## config.mk

```make
export PLATFORM = sky130hd
export DESIGN_NAME = selector_41
export DESIGN_NICKNAME = d
export VERILOG_FILES = /design/src/rtl/selector_41.sv
export SDC_FILE = /design/constraint.sdc
export NUM_CORES = 1
export LEC_CHECK = 0
export CORE_AREA = 5 5 42 44
export CTS_CLUSTER_DIAMETER = 50
export DETAILED_ROUTE_END_ITERATION = 10
export DIE_AREA = 0 0 47 49
export DONT_BUFFER_PORTS = 1
export MAX_ROUTING_LAYER = met4
export PLACE_DENSITY = 0.44
export SLEW_MARGIN = 40
export SYNTH_ARGS = -nofsm -noshare
export SYNTH_HDL_FRONTEND = slang
export SYNTH_SLANG_ARGS = --single-unit
```

## constraint.sdc

```tcl
create_clock -name iClk -period 1 [get_ports iClk]
set_input_delay 0.2 -clock iClk [delete_from_list [all_inputs] [get_ports iClk]]
set_output_delay 0.2 -clock iClk [all_outputs]
set_load 0.01 [all_outputs]
```

## src/rtl/selector_41.sv

```systemverilog
// Four-way 4-bit data selector with a combinational output and a one-hot select decode.
// An enable-gated register also holds a copy of the selected word.
module selector_41 (
  input  logic [3:0] iC0,
  input  logic [3:0] iC1,
  input  logic [3:0] iC2,
  input  logic [3:0] iC3,
  input  logic       iS1,
  input  logic       iS0,
  output logic [3:0] oZ,
  input  logic       iClk,
  input  logic       iReset,
  input  logic       iEn,
  output logic [3:0] oZq,
  output logic [3:0] oSel
);

  localparam int DATA_W = 4;

  logic [DATA_W-1:0] term0, term1, term2, term3;
  logic [DATA_W-1:0] zQ_p1;

  // Sum-of-products form: each product term gates one input word by its select minterm.
  assign term0 = {DATA_W{~iS1 & ~iS0}} & iC0;
  assign term1 = {DATA_W{~iS1 &  iS0}} & iC1;
  assign term2 = {DATA_W{ iS1 & ~iS0}} & iC2;
  assign term3 = {DATA_W{ iS1 &  iS0}} & iC3;

  assign oZ   = term0 | term1 | term2 | term3;
  assign oSel = 4'b0001 << {iS1, iS0};

  // Stage p1: registered copy of the selected word; reset wins over the enable.
  always_ff @(posedge iClk) begin
    if (iReset) begin
      zQ_p1 <= '0;
    end else if (iEn) begin
      zQ_p1 <= oZ;
    end
  end

  assign oZq = zQ_p1;

endmodule

```

* After elaboration in Yosys (flattened, before gate mapping) *
Index checks and enable logic that the tools add are counted.

word-level totals
  register bits = 4
  input bits = 21
  output and inout bits = 12
  logic and storage cells = 15

operators by class
  shifts and indexed selects = 1
  bitwise gates (word level) = 13

operators with widths
  kind                                             number
  AND 4 bit                                        4
  OR 4 bit                                         3
  AND 1 bit                                        4
  left shift 1 x 2 -> 4 bit, first input constant  1
  inverter 1 bit                                   2

* Longest topological paths before layout *
Gate-level depths: netlist of run 1.

  word-level depth = 6
  depth in mapped cells = 3

* Worst setup path after synthesis of run 1 *
No wires, ideal clock.

  path type = input -> output
  from = input port iS0
  to = output port oZ[0]
  arrival = 0.764 ns
  required time = 0.800 ns
  setup slack = 0.036 ns
  stages = 3
  cell sequence = buf_2 -> mux2i_1 -> mux2i_1

between the ends
  word-level cells in the longest chain between the ends = 6
  elaborated cells between the ends (all ways) = 12
  those cells by class = 12 x bitwise

RTL lines
  what                    RTL line  RTL
  from (decl)             9         input logic iS0,
  inverter 1 bit          24, 26
  AND 1 bit               24        assign term0 = {DATA_W{~iS1 & ~iS0}} & iC0;
  AND 4 bit               24
  OR 4 bit (2 in series)  29        assign oZ = term0 | term1 | term2 | term3;
  OR 4 bit *              29
  to (decl)               10        output logic [3:0] oZ,

Mark *: on every way between the ends. The rest lies on a longest branch, timed or not.

==> results.md, run 1 <==
- The number of vias after detailed routing is 288.
- Summed over all layers, the global routing overflow is 0.
- STA classifies the critical path endpoint as a flop.
- The number of failing hold endpoints at the final stage was 0.
- The die height is 49 um.
- The wire length of the first global-routing pass is 1500 um.
- The share of the synthesized netlist area taken by xor and xnor gates is 0%.
- For the worst-skew pair, the clock arrives at the later sink with an insertion delay of 0.25 ns.
- Clock tree synthesis found a total of 4 sinks.
- Timing would allow up to 1060 MHz.
- Dividing the detail-routed wire length by the instance count gives 17.9 um.
- Tracing the worst setup path back leads to its startpoint at oZq[0].
- The number of design-rule violations left by the first detailed-router iteration is 1.
- The worst hold path belongs to the class in -> reg.
- Gates resized during post-CTS repair numbered 0.
- The via count of the first global-routing pass is between 300 and 400.
- The number of detailed-route iterations in the first pass is 2.
- The width of the chip is 47 um.
- The final layout contains 60 nets.
- VDD sags by at most about 280 uV.
- The routed design uses 60 um of met3 wire.
- The antenna diode count is 0.
- At the pin with the least slew margin, the transition time is 0.307 ns.
- The number of flip-flops in the largest register is 4.
- The max-slew violation count is 0.
- The maximum fanout along the worst path is 2.
- The count of max-cap constraint violations is 0.
- The count of nets left with antenna violations once routing finished came out at 0.
- Summed over all cells, the static leakage comes to 0.172 nW.
- The synthesized netlist devotes 0% of its cell area to adder and majority cells.
- Clock-pin slew was measured on the worst setup and hold paths at 0.04 ns.
- The final clock skew is 0 ns.
- The part of the cycle the worst path needs is ~94%.
- After synthesis, flip-flops and latches occupy 24.3% of the total area.
- Of the total synthesized cell area, the portion taken by AND, OR, NAND and NOR gates is 23.6%.
- The final critical delay including setup and external delays is 0.942 ns.
- Setup violations remaining at the end of the flow were counted as 0.
- The number of standard-cell rows in the floorplan is 14.
- The startpoint identified for the worst register-to-register timing path is oZq[0].
- The initial utilization of the core area, before any placement, comes to 23.5%.
- The gate count after technology mapping is 32.
- The post-cts hold buffer count is 0.
- The critical path launch point type is a flop.
- In this run the tightest slew margin relative to its limit is about four fifths.
- Setup repair after global routing left no endpoint under its margin.
- The initial antenna violation count is 0.
- For this block, the routed nets add up to between 900 and 1000 um of wire.
- The number of buffers added by the clock tree synthesis step is 3.
- After synthesis, the largest family of logic cells by area is multiplexers.
- Buffers placed on the I/O ports in this run total 0.
- The depth of the CTS H-tree is 1.
- After detailed routing, the wire length on met1 is 345 um.
- The net count after synthesis is between 50 and 60.
- The floorplan core area is 0.00140 mm^2.
- Once the clock tree was built, the setup fixing pass inserted 0 buffers.
- Cells with a size suffix above 1 make up approximately a third of the layout.
- The worst hold path begins at iReset.
- The flow ran to the end, and the final reports show no timing, DRC or antenna violations.
- The longest clock path from root to sink contains 2 buffers.
- The die covers 0.00230 mm^2.
- In this run the cell area measured after placement is 363 um^2.
- The area overhead of the layout relative to synthesis is 17.1%.
- The data arrival time of the critical path is 1.10 ns.
- The top routing layer in use is met4.
- After detailed routing, the met2 layer carries 511 um of wire.
- The maximum number of pins on one net before global-route repair is 13.
- The critical path required time is 1.16 ns.
- The total power divided by cell area is 1320 mW/mm^2.
- The finished cells cover approximately 390 um^2.
- Summing the areas of all compound-gate instances in the mapped netlist gives 10.6% of the synthesized area.
- The congestion estimate from routability-driven global placement came to between 0.6 and 0.7.
- TritonCTS built the clock tree.
- The number of unique standard cell types used by synthesis is 12.
- In this run the cell area of the synthesized design comes to 329 um^2.
- The detailed-route vias per instance is between 5 and 6.
- The clock tree root driver cell is sky130_fd_sc_hd__clkbuf_4.
- Global routing used ~9.7% of the available tracks across all layers.
- The critical path in this run is classified as reg -> reg.
- The average cell area after synthesis is 10.3 um^2.
- In the routed design, unresolved DRC markers number 0.
- The multiplexer area fraction after synthesis is around 37%.
- The synthesis-stage register bit count is 4.
- During I/O placement, the number of pins put on the boundary was 33.
- Yosys printed 0 warnings.
- The total negative slack for setup checks is 0 ns.
[per-stage QoR]
step	hold slack (ns)	std cells	total power, mW	utilization, %	setup WS, ns
3_3_place_gp	0.445	50	0.294	25.9	0.101
4_1_cts	0.207	53	0.513	27.5	0.0541
2_1_floorplan	0.419	32	0.280	-	0.0360
5_1_grt	0.223	53	0.536	27.5	0.00352
3_5_place_dp	0.448	50	0.294	25.9	0.0741
6_report	0.210	53	0.509	27.5	0.0578
[per-layer routing]
layer  up-vias  GRT usage, %
li1        136             -
met2        16          15.8
met5         -             -
met4         0          8.29
met3         3          2.95
met1       133          8.35
[final cells by class]
cell class              count  area [um^2]
repair buffers              4         30.0
flip-flops and latches      4         80.1
fillers                   158         1020
multi-input cells          26          233
well taps                  16         20.0
clock buffers               3         22.5
[synth_stat cells]
library cell / number / area share, %
sky130_fd_sc_hd__nor2_1: 1 / 1.1
sky130_fd_sc_hd__or3b_4: 1 / 3.4
sky130_fd_sc_hd__mux2i_1: 12 / 37
sky130_fd_sc_hd__and2_1: 1 / 1.9
sky130_fd_sc_hd__dfxtp_1: 4 / 24
sky130_fd_sc_hd__or3b_2: 4 / 11
sky130_fd_sc_hd__buf_6: 1 / 3.4
sky130_fd_sc_hd__and2b_1: 1 / 2.3
sky130_fd_sc_hd__buf_2: 1 / 1.5
sky130_fd_sc_hd__nor2b_1: 1 / 1.9
sky130_fd_sc_hd__o221ai_1: 4 / 11
sky130_fd_sc_hd__nand3b_1: 1 / 2.3
[worst paths after layout]
kind                            depth (start not counted)      to  slack [ns]
worst max-delay path                                    2  oZq[0]        0.06
worst min-delay path                                    2  oZq[2]        0.21
worst max register to register                          2  oZq[0]        0.06
worst min register to register                          2  oZq[3]        0.65
[report_power, final]
| group | switching [mW] | internal (mW) |
|---|---|---|
| Clock | 0.0825 | 0.135 |
| Combinational | 0.0539 | 0.0587 |
| Sequential | 0.00599 | 0.173 |
| Total | 0.142 | 0.367 |
[cells by family (layout without fill, tap and decap cells)]
family | after synthesis | in the layout
buffers and inverters | 2 | 7
multiplexers | 12 | 12
AND/OR/NAND/NOR | 10 | 10
flip-flops | 4 | 4
AO/OA/AOI/OAI | 4 | 4
[critical path, stage by stage, from the launching register on]
cell and delay (ns):
sky130_fd_sc_hd__dfxtp_1 0.32, sky130_fd_sc_hd__or3b_2 0.45, sky130_fd_sc_hd__o221ai_1 0.09
[cell usage in the layout (no fill, tap or decap), drive strengths merged]
cell    instances
nor2b           1
and2b           1
o221ai          4
or3b            5
and2            1
clkbuf          3
nor2            1
dfxtp           4
mux2i          12
nand3b          1
buf             4
No activity file was read; power rests on OpenSTA's default activity.
==> inputs of run 2 (changes only) <==
CORE_AREA = 2 2 39 41   (was 5 5 42 44)
DIE_AREA = 0 0 41 43   (was 0 0 47 49)
HOLD_SLACK_MARGIN = 0.15   (was default)
==> run 2 against run 1 <==
  * First-iteration DRC count rose to 5.0 times the previous value
  * Global-route usage increased by 1.7 points
  * Final area did not move
  * Die area down 23%
  * Wire length is 10% lower
  * Critical path depth did not move
  * Via count decreased by 5.2%
  * Largest power group unchanged
==> results.md, run 2 (synthesis gave the netlist of run 1 again) <==
- Outcome: finished clean (unchanged).
- The fraction of layout cells with a size suffix above 1 is 32.4% (unchanged).
- The top-level I/O count is 33 (unchanged).
- The static leakage power was 0.172 nW (unchanged).
- The number of buffers on the longest clock path came to 2 (unchanged).
- The width of the chip was 41 um (was 47 um).
- Setup repair after global routing missed its margin: false (unchanged).
- The number of buffers added for setup after CTS is 0 (unchanged).
- The peak supply drop is 475 uV (was 285 uV).
- The number of setup violations in the final report is 0 (unchanged).
- The effective utilization at floorplan came to 23.8% (was 23.5%).
- The number of flip-flops in the largest register is 4 (unchanged).
- The smallest hold slack is 0.209 ns (was 0.210 ns).
- The floorplan core area is 0.00138 mm^2 (was 0.00140 mm^2).
- The final standard cell count with taps included and fillers excluded is 53 (unchanged).
- The antenna diode count is 0 (unchanged).
- The depth of the CTS H-tree came to 1 (unchanged).
- The most common cell after layout, fill and taps aside is sky130_fd_sc_hd__mux2i_1 (unchanged).
- The transition time at the pin with the least slew margin is 0.311 ns (was 0.307 ns).
- The area overhead of the layout relative to synthesis is 17.1% (unchanged).
- The maximum number of pins on one net before global-route repair is 13 (unchanged).
- The number of failing hold endpoints at the final stage is 0 (unchanged).
- The post-cts hold buffer count is 0 (unchanged).
- The critical path launch point type is a flop (unchanged).
- The number of vias after detailed routing is 273 (was 288).
- The maximum fanout along the worst path is 2 (unchanged).
- The top routing layer in use was met3 (was met4).
- The placer's final routability congestion estimate is 0.714 (was 0.676).
- The TritonCTS clock tree is yes (unchanged).
- The top achievable clock speed is 1060 MHz (about the same).
- The worst max-slew margin expressed relative to the limit came to 78.7% (was 78.9%).
- The critical path startpoint is oZq[3] (was oZq[0]).
- The worst setup slack for register-to-register paths came to 0.06 ns (about the same).
- The clock sink count came to 4 (unchanged).
- Most frequent cells in the layout: 12 x sky130_fd_sc_hd__mux2i_1, 4 x sky130_fd_sc_hd__or3b_2, 4 x sky130_fd_sc_hd__o221ai_1, 4 x sky130_fd_sc_hd__dfxtp_1, 4 x sky130_fd_sc_hd__buf_4 (unchanged).
- The via count of the first global-routing pass is 269 (was 336).
- The final critical delay including setup and external delays is 0.945 ns (was 0.942 ns).
- The total wire length is 856 um (was 951 um).
- The number of buffers added by the clock tree synthesis step was 3 (unchanged).
- The total power divided by cell area was 1270 mW/mm^2 (was 1320 mW/mm^2).
- The layout net count came to 60 (unchanged).
- The aggregate global routing overflow is 0 (unchanged).
- The DRC violation count after routing is 0 (unchanged).
- The amount of wire on met3 after detailed routing came to 59 um (was 60 um).
- The met1 routed wirelength after detailed routing is 272 um (was 345 um).
- The detailed-route vias per instance is 5.15 (was 5.43).
- The die height is 43 um (was 49 um).
- The total global-route track usage is 11.4% (was 9.68%).
- The type of the worst setup path is reg -> reg (unchanged).
- The count of max-cap constraint violations is 0 (unchanged).
- The total of buffers placed on input and output ports is 0 (unchanged).
- The final clock skew is 0 ns (unchanged).
- The clock insertion delay at the later pin of the skew report is 0.23 ns (was 0.25 ns).
- The wire length of the first global-routing pass was 1270 um (was 1500 um).
- The launch instance of the worst register-to-register path is oZq[3] (was oZq[0]).
- The worst min-delay path class is in -> reg (unchanged).
- The detail-routed net length per standard cell is 16.2 um (was 17.9 um).
- The critical path required time is 1.14 ns (was 1.16 ns).
- The part of the cycle the worst path needs came to 94.5% (was 94.2%).
- The antenna violation net count after detailed routing is 0 (unchanged).
- The number of placed instances with taps included is 50 (unchanged).
- The share of the core filled with cells is 27.8% (was 27.5%).
- The total power consumption of the routed design is 0.488 mW (was 0.509 mW).
- The total negative slack for setup checks was 0 ns (unchanged).
- The launch point of the worst hold path is iC2[1] (was iReset).
- The max-slew violation count is 0 (unchanged).
- The initial antenna violation count was 0 (unchanged).
- The nature of the critical path endpoint is a flop (unchanged).
- The number of design-rule violations left by the first detailed-router iteration is 5 (was 1).
- The clock edge transition at the registers on the reported setup and hold paths came to 0.04 ns (about the same).
- The post-cts repair resize count is 0 (unchanged).
- The number of standard-cell rows in the floorplan is 14 (unchanged).
- The clock tree root driver cell is sky130_fd_sc_hd__clkbuf_4 (unchanged).
- The data arrival time of the critical path came to 1.09 ns (was 1.10 ns).
- The area of the die is 0.00176 mm^2 (was 0.00230 mm^2).
- The length of routed met2 wiring was 524 um (was 511 um).
- The number of detailed-route iterations in the first pass is 4 (was 2).
[run 2: cell counts in the layout (fill, tap and decap cells not counted)]
No cell type changed its count.
[run 2: through the flow]
step,setup slack (ns),area [um^2]
finish,0.0553,385
global route,0.0118,385
CTS,0.0458,385
detailed placement,0.0670,363
floorplan,0.0360,329
global placement,0.104,363
[run 2: worst paths after layout]
kind / to / depth (start not counted)
max reg2reg: oZq[3] / 2
max: oZq[3] / 2
min: oZq[1] / 2
min reg2reg: oZq[0] / 2
[run 2: power breakdown]
group	leakage (nW)	switching, mW	internal [mW]
registers	0.0330	0.00643	0.173
clock network	0.0138	0.0599	0.134
logic	0.125	0.0553	0.0588
total	0.172	0.122	0.366
[run 2: per-layer routing]
metal,track usage (%),up-vias
met1,10.2,130
li1,-,134
met3,5.76,0
met4,6.00,0
met2,18.4,9
met5,-,-
[run 2: critical path, stage by stage (launching register included)]
cell and delay, ns:
sky130_fd_sc_hd__dfxtp_1 0.32, sky130_fd_sc_hd__or3b_2 0.44, sky130_fd_sc_hd__o221ai_1 0.09
[run 2: area by class of cell]
cell class	instances	area [um^2]
sequential	4	80.1
timing repair buffer	4	30.0
multi-input combinational	26	233
tap	16	20.0
fill	144	998
clock buffer	3	22.5
